--- src/rtl/output_streamer_if.sv ---
// Memory read port and valid/ready output stream of the output streamer.
// The master side drives the read address and the stream. The slave side is memory plus consumer.
interface output_streamer_if #(
    parameter int WIDTH = 16,
    parameter int SIZE  = 64
);
    localparam int LOGSIZE = $clog2(SIZE);

    logic [LOGSIZE-1:0] rd_addr;
    logic [WIDTH-1:0]   mem_data;
    logic [WIDTH-1:0]   output_data;
    logic               output_valid;
    logic               output_ready;

    modport master (
        output rd_addr,
        output output_data,
        output output_valid,
        input  mem_data,
        input  output_ready
    );

    modport slave (
        input  rd_addr,
        input  output_data,
        input  output_valid,
        output mem_data,
        output output_ready
    );
endinterface

--- src/rtl/output_streamer.sv ---
// Streams words from the output memory onto a valid/ready port, one word per cycle.
// A single registered output stage holds each word, and the memory read is prefetched.
module output_streamer #(
    parameter int WIDTH = 16,
    parameter int SIZE  = 64,
    localparam int LOGSIZE = $clog2(SIZE)
) (
    input  logic                 clk,
    input  logic                 reset,
    input  logic                 start,
    input  logic [LOGSIZE:0]     num_outputs,
    output logic                 busy,
    output logic                 done,
    output_streamer_if.master    bus
);

    typedef enum logic [1:0] {
        IDLE   = 2'd0,
        FILL   = 2'd1,
        SEND   = 2'd2,
        FINISH = 2'd3
    } state_t;

    localparam logic [LOGSIZE:0]   SIZE_CNT = (LOGSIZE+1)'(SIZE);
    localparam logic [LOGSIZE:0]   ONE_CNT  = (LOGSIZE+1)'(1);
    localparam logic [LOGSIZE-1:0] ONE_ADDR = LOGSIZE'(1);

    state_t           state, state_next;
    logic [LOGSIZE:0] count;
    logic [LOGSIZE:0] n_lat;
    logic             xfer;
    logic             last;

    function automatic logic [LOGSIZE:0] clamp_count(input logic [LOGSIZE:0] n);
        return (n > SIZE_CNT) ? SIZE_CNT : n;
    endfunction

    assign xfer = bus.output_valid && bus.output_ready;
    assign last = (count == n_lat - ONE_CNT);
    assign done = (state == FINISH);
    assign busy = (state != IDLE);

    always_ff @(posedge clk) begin
        if (reset) state <= IDLE;
        else       state <= state_next;
    end

    always_comb begin
        state_next = state;
        case (state)
            IDLE: begin
                if (start) state_next = (num_outputs != '0) ? FILL : FINISH;
            end
            FILL:   state_next = SEND;
            SEND: begin
                if (xfer && last) state_next = FINISH;
            end
            FINISH: state_next = IDLE;
            default: state_next = IDLE;
        endcase
    end

    // Output stage: a word is only replaced on a transfer, so it stays stable while stalled.
    always_ff @(posedge clk) begin
        if (reset) begin
            bus.rd_addr      <= '0;
            bus.output_data  <= '0;
            bus.output_valid <= 1'b0;
            count            <= '0;
            n_lat            <= '0;
        end else begin
            case (state)
                IDLE: begin
                    if (start && num_outputs != '0) begin
                        n_lat       <= clamp_count(num_outputs);
                        bus.rd_addr <= '0;
                        count       <= '0;
                    end
                end
                FILL: begin
                    bus.output_data  <= bus.mem_data;
                    bus.output_valid <= 1'b1;
                    bus.rd_addr      <= bus.rd_addr + ONE_ADDR;
                end
                SEND: begin
                    if (xfer) begin
                        if (last) begin
                            bus.output_valid <= 1'b0;
                        end else begin
                            bus.output_data <= bus.mem_data;
                            bus.rd_addr     <= bus.rd_addr + ONE_ADDR;
                            count           <= count + ONE_CNT;
                        end
                    end
                end
                default: ;
            endcase
        end
    end

endmodule

--- src/flat_wrapper.sv ---
// flat-port wrapper written by rule: the top's interface ports become plain ports
module output_streamer_flat 
#(
    parameter int WIDTH = 16,
    parameter int SIZE  = 64,
    localparam int LOGSIZE = $clog2(SIZE)
)
  (clk, reset, start, num_outputs, busy, done, bus_rd_addr, bus_output_data, bus_output_valid, bus_mem_data, bus_output_ready);
  output_streamer_if #(.WIDTH(WIDTH), .SIZE(SIZE)) bus_i ();
  input  logic clk;
  input  logic reset;
  input  logic start;
  input  logic [LOGSIZE:0] num_outputs;
  output logic busy;
  output logic done;
  output wire logic [$bits(bus_i.rd_addr)-1:0] bus_rd_addr;
  output wire logic [$bits(bus_i.output_data)-1:0] bus_output_data;
  output wire logic [$bits(bus_i.output_valid)-1:0] bus_output_valid;
  input wire logic [$bits(bus_i.mem_data)-1:0] bus_mem_data;
  input wire logic [$bits(bus_i.output_ready)-1:0] bus_output_ready;
  assign bus_rd_addr = bus_i.rd_addr;
  assign bus_output_data = bus_i.output_data;
  assign bus_output_valid = bus_i.output_valid;
  assign bus_i.mem_data = bus_mem_data;
  assign bus_i.output_ready = bus_output_ready;
  output_streamer #(.WIDTH(WIDTH), .SIZE(SIZE)) u_core (.clk(clk), .reset(reset), .start(start), .num_outputs(num_outputs), .busy(busy), .done(done), .bus(bus_i));
endmodule
--- config.mk ---
export PLATFORM = sky130hd
export DESIGN_NAME = output_streamer_flat
export DESIGN_NICKNAME = d
export VERILOG_FILES = /design/src/rtl/output_streamer_if.sv /design/src/rtl/output_streamer.sv /design/src/flat_wrapper.sv
export SDC_FILE = /design/constraint.sdc
export NUM_CORES = 1
export LEC_CHECK = 0
export ABC_AREA = 1
export ABC_CLOCK_PERIOD_IN_PS = 2000
export CAP_MARGIN = 40
export CELL_PAD_IN_SITES_DETAIL_PLACEMENT = 0
export CELL_PAD_IN_SITES_GLOBAL_PLACEMENT = 1
export CORE_MARGIN = 3
export CORE_UTILIZATION = 35
export CTS_CLUSTER_DIAMETER = 80
export DETAILED_ROUTE_END_ITERATION = 10
export DONT_BUFFER_PORTS = 1
export PLACE_DENSITY_LB_ADDON = 0.1
export SETUP_SLACK_MARGIN = 0.2
export SKIP_LAST_GASP = 1
export SYNTH_ARGS = -nofsm -noshare
export SYNTH_HDL_FRONTEND = slang
export SYNTH_SLANG_ARGS = --single-unit
--- constraint.sdc ---
create_clock -name clk -period 2 [get_ports clk]
set_input_delay 0.4 -clock clk [delete_from_list [all_inputs] [get_ports clk]]
set_output_delay 0.4 -clock clk [all_outputs]
set_load 0.02 [all_outputs]
## Yosys cells after proc, flatten, opt, wreduce, memory -nomap -nowiden

Cells that the tools add are included.

| operators by class | value |
|---|---|
| shifts and indexed selects | 0 |
| reductions and logical operators | 15 |
| divide/modulo/power cells | 0 |
| add/sub/neg operators | 3 |
| $mul | 0 |
| bitwise gates (word level) | 0 |
| equal/unequal tests | 10 |
| muxes and demuxes | 19 |
| magnitude comparators | 1 |

Operator list:

| cell | count |
|---|---|
| $mux W16 | 2 |
| $pmux W16 S2 | 1 |
| $mux W7 | 4 |
| $mux W6 | 3 |
| $pmux W6 S3 | 1 |
| $pmux W7 S2 | 1 |
| $ne A2 B1 Y1 const B | 4 |
| $pmux W2 S4 | 1 |
| $reduce_and A4 Y1 | 2 |
| $add A7 B1 Y7 const B | 1 |
| $eq A7 B7 Y1 | 1 |
| $gt A7 B7 Y1 const B | 1 |
| $reduce_bool A7 Y1 | 1 |
| $sub A7 B1 Y7 const B | 1 |
| $add A6 B1 Y6 const B | 1 |
| $mux W2 | 3 |
| $reduce_and A3 Y1 | 2 |
| $reduce_bool A2 Y1 | 3 |
| $eq A2 B2 Y1 const B | 2 |
| $ne A2 B2 Y1 const B | 2 |
| $reduce_and A2 Y1 | 2 |
| $logic_and A1 B1 Y1 | 3 |
| $reduce_bool A3 Y1 | 1 |
| $eq A2 B1 Y1 const B | 1 |
| other kinds (3) | 4 |

| word-level totals | value |
|---|---|
| bits of input ports | 27 |
| latch bits | 0 |
| memories | 0 |
| register bits | 39 |
| output and inout bits | 25 |
| logic and storage cells | 54 |
| bits in writable memories | 0 |
| ROM bits | 0 |

## Logic depth before layout (Yosys ltp)

| logic depth | value |
|---|---|
| depth in word-level cells | 5 |
| mapped depth | 16 |
| mapped depth without buffers | 16 |

## Least setup slack after synthesis

Ideal clock, no wire load.

| path | value |
|---|---|
| path type | flip-flop to flip-flop |
| from | register u_core.n_lat[0] |
| to | register u_core.bus.output_data[10] |
| arrival time | 1.675 ns |
| stages on the path, launching flop included | 13 |
| path slack | 0.209 ns |
| required time | 1.884 ns |
| clock period less this slack | 1.791 ns |
| path buffers | 1 |
| setup time | 0.116 ns |
| path through | dfxtp_1 inv_2 ha_1 xnor2_1 nor2_1 nand2_1 nor2_1 nand4_2 nand2_2 inv_2 buf_2 nor2_1 nor2_1 |

| between the ends | value |
|---|---|
| word-level cells in the longest chain between the ends | 4 |

Ends and longest elaborated chain:

| what | line | text |
|---|---|---|
| from (decl) | output_streamer.sv:30 | `logic [LOGSIZE:0] n_lat;` |
| from (signal assigned) | output_streamer.sv:75 | `n_lat <= clamp_count(num_outputs);` |
| $sub A7 B1 Y7 | output_streamer.sv:39 | `assign last = (count == n_lat - ONE_CNT);` |
| $eq A7 B7 Y1 | output_streamer.sv:39 |  |
| $ne A2 B2 Y1 (no source line) | n/a |  |
| $reduce_and A3 Y1 (no source line) | n/a |  |
| to (signal assigned) | output_streamer.sv:81 | `bus.output_data <= bus.mem_data;` |
| to (signal assigned) | output_streamer.sv:90 | `bus.output_data <= bus.mem_data;` |
| to (decl) | output_streamer_if.sv:17 | `output output_data,` |

Every way passes these cells.
A chain may end at the register's enable or synchronous reset.

## Worst setup path in the final report

| path | value |
|---|---|
| from | register u_core.n_lat[0] |
| to | register u_core.bus.rd_addr[2] |

| between the ends | value |
|---|---|
| word-level cells in the longest chain between the ends | 4 |

Ends and longest elaborated chain:

| what | line | text |
|---|---|---|
| $sub A7 B1 Y7 | output_streamer.sv:39 |  |
| $eq A7 B7 Y1 | output_streamer.sv:39 |  |
| $ne A2 B2 Y1 (no source line) | n/a |  |
| $reduce_and A4 Y1 (no source line) | n/a |  |
| to (signal assigned) | output_streamer.sv:83 | `bus.rd_addr <= bus.rd_addr + ONE_ADDR;` |
| to (signal assigned) | output_streamer.sv:91 | `bus.rd_addr <= bus.rd_addr + ONE_ADDR;` |
| to (decl) | output_streamer_if.sv:16 | `output rd_addr,` |

Every way passes these cells.

==> metrics.cfg <==
[synthesis]
synth.area.mux_share=0
synth_cells=334
synthXorXnorAreaFrac=0.0280
synth.most_common_cell=nand2_1
ys_seq_elements=39
synthesis.nets=370
synth_top_family_by_area=simple AND/OR/NAND/NOR gates
syn_avg_cell_area_um2=6.57
yosysSeqAreaShare=0.356
synth_fa_ha_area_frac=0.0513
synth_cell_types=29
synth_compound_area_frac=0.119
synth_top_area_cell=dfxtp_1
yosys.area_share.simple=0.350
synth_area_um2=2190
synth.top_cells.by_count=nand2_1, nor2_1, dfxtp_1, inv_1, o21ai_0
synth-edff-count=0
synth_ff_type=dfxtp_1
synthTopCellsByArea=dfxtp_1, nand2_1, nor2_1, inv_1, o21ai_0
async_flop_share=0
synth_warnings=0
synth_top_area_frac=0.356

[setup_path]
cp-end-kind=register
r2r_start=u_core.n_lat[0]
crit_type=reg -> reg
cp.arrival_ns=2.00
start_kind=register
rr_worst_depth=12
crit_fanout=5
critPathLaunch=u_core.n_lat[0]
required_ns=2.24

[sta]
slew_viol_final=0
hold-worst-slack_ns=0.161
maxSlewHeadroom=0.726
finalSetupViolations=0
fin_skew_ns=0.00485
finalCriticalPeriod_ns=1.76
fin_tns_setup_ns=0
final-hold-violation-count=0
clock.fmax_mhz=568
rsz0062_at_grt=true
timing.final.crit_share=0.881
tightest_slew_ns=0.408

[clock_tree]
cts.sinks=39
cts_buffers=5
clk-insertion-delay-late_ns=0.29
clk_pin_slew_ns=0.08
cts_tree=built
root_buffer=clkbuf_8
clockBufferDepth=2
htree_levels=2

[global_route]
grt_pass1_wl_mm=9.24
grt_max_degree=18
antenna_found_initial=0
gr-usage-all-layers=0.158
grt_pass1_vias=1943
grt_overflow=0

[die]
die-width_um=85.2
coreArea_um2=5990
die_area_um2=7250
fp.dieH_um=85.2
start_util=0.366
io_pins=52
core.rowCount=28

[detailed_routing]
dr.pass1.iters=4
ant_nets=0
totalWireLength_mm=5.56
drc=0
wl_per_cell_um=13.1
drtIter0Drc=74
via_per_inst=4.78
routed-via-count=2028

[power_and_ir_drop]
p_leak_nw=1.22
power.density_nw_per_um2=1840
ir_worst_vdd_uv=821

[min_path]
min_path_cells=1
worstHoldStart=reset
hold_path_class=in -> reg

[layout]
final_util=0.445
syn_to_final_growth_pct=21.6
layout.nets=384
num_antenna_cells=0
drive_gt1_frac=0.206

[run]
maxCapViolations=0

[placement]
place_congestion=0.918
place_hpwl_mm=4.03
port_buffers=0

[outcome]
status=complete, no violations

-- sequential cells by signal (all words and copies together) (netlist names) --
name and cells:
u_core.n_lat 7, u_core.bus.rd_addr 6, u_core.bus.output_valid 1, u_core.count 7, u_core.bus.output_data 16, u_core.state 2
-- cells in the final DEF (no fill, tap or decap), types with 3 or more instances in the layout --
master and count:
a21oi_2 3, nand2_1 65, o21ai_1 3, nor2_1 62, nand3_4 3, inv_1 28, clkbuf_8 5, dfxtp_1 37
buf_6 3, o21ai_0 22, inv_2 12, nor2_2 11, a211oi_1 4, nand3_1 16, nand4_1 7, ha_1 8
xor2_1 3, nand2_2 9, a21oi_1 14, xnor2_1 3, buf_4 10
-- critical path: stages, from the launching register on --
cell and delay [ns]:
dfxtp_2 0.34, inv_2 0.05, ha_4 0.23, xnor2_2 0.13
nor2_2 0.12, nand2_1 0.07, nor2_2 0.11, nand4_4 0.16
buf_12 0.18, buf_16 0.12, nand4_1 0.06, nand2_1 0.06
nor2_1 0.08
-- cell families (layout without fill, tap and decap cells) --
group / count (synthesis) / in the layout
AOI/OAI and AO/OA: 49 / 49
buffers and inverters: 51 / 65
xor gates and xnor gates: 7 / 7
adders and majority gates: 9 / 9
and+or+nand+nor: 179 / 180
DFF: 39 / 39
-- power breakdown --
group	switching (mW)	internal, mW	leakage, nW
clock	0.294	0.498	0.0644
combinational	1.62	1.03	0.832
sequential	0.418	1.05	0.323
total	2.33	2.58	1.22
-- metal layers --
layer | GRT usage | vias up | part of all wire
met4 | 0.0388 | 0 | 0.011
li1 | - | 1081 | -
met2 | 0.267 | 32 | 0.49
met1 | 0.198 | 909 | 0.46
met3 | 0.0437 | 6 | 0.044
met5 | 0 | - | 0
-- through the flow --
| stage | instance area [um^2] | cells | setup slack (ns) | power [mW] |
|---|---|---|---|---|
| 2_1_floorplan | 2190 | 334 | 0.209 | 3.21 |
| 3_3_place_gp | 2320 | 409 | 0.109 | 3.73 |
| 3_5_place_dp | 2320 | 409 | 0.108 | 3.71 |
| 4_1_cts | 2580 | 422 | 0.206 | 4.71 |
| 5_1_grt | 2670 | 424 | 0.0706 | 5.37 |
| 6_report | 2670 | 424 | 0.238 | 4.91 |
-- path summary, 6_finish.rpt --
check | slack, ns | to
setup / recovery | 0.24 | u_core.bus.rd_addr[2]
hold / removal | 0.16 | u_core.bus.rd_addr[0]
setup reg to reg | 0.24 | u_core.bus.rd_addr[2]
hold reg to reg | 0.48 | u_core.n_lat[6]
-- final cells by class --
type	instances	area (um^2)
Fill cell	622	3320
Multi-Input combinational cell	245	1320
Sequential cell	39	783
Timing Repair Buffer	16	176
Inverter	41	159
Tap cell	75	93.8
Clock buffer	5	68.8
Clock inverter	3	67.6
-- what timing repair did --
item | CTS | global route
endpoints found under the setup margin | 29 | 36
pin swaps | 9 | 11
setup buffers | 3 | 1
cloned | 2 | 1
resized for setup | 15 | 28
hold buffers | 0 | 0
No activity file was read; power rests on OpenSTA's default activity.
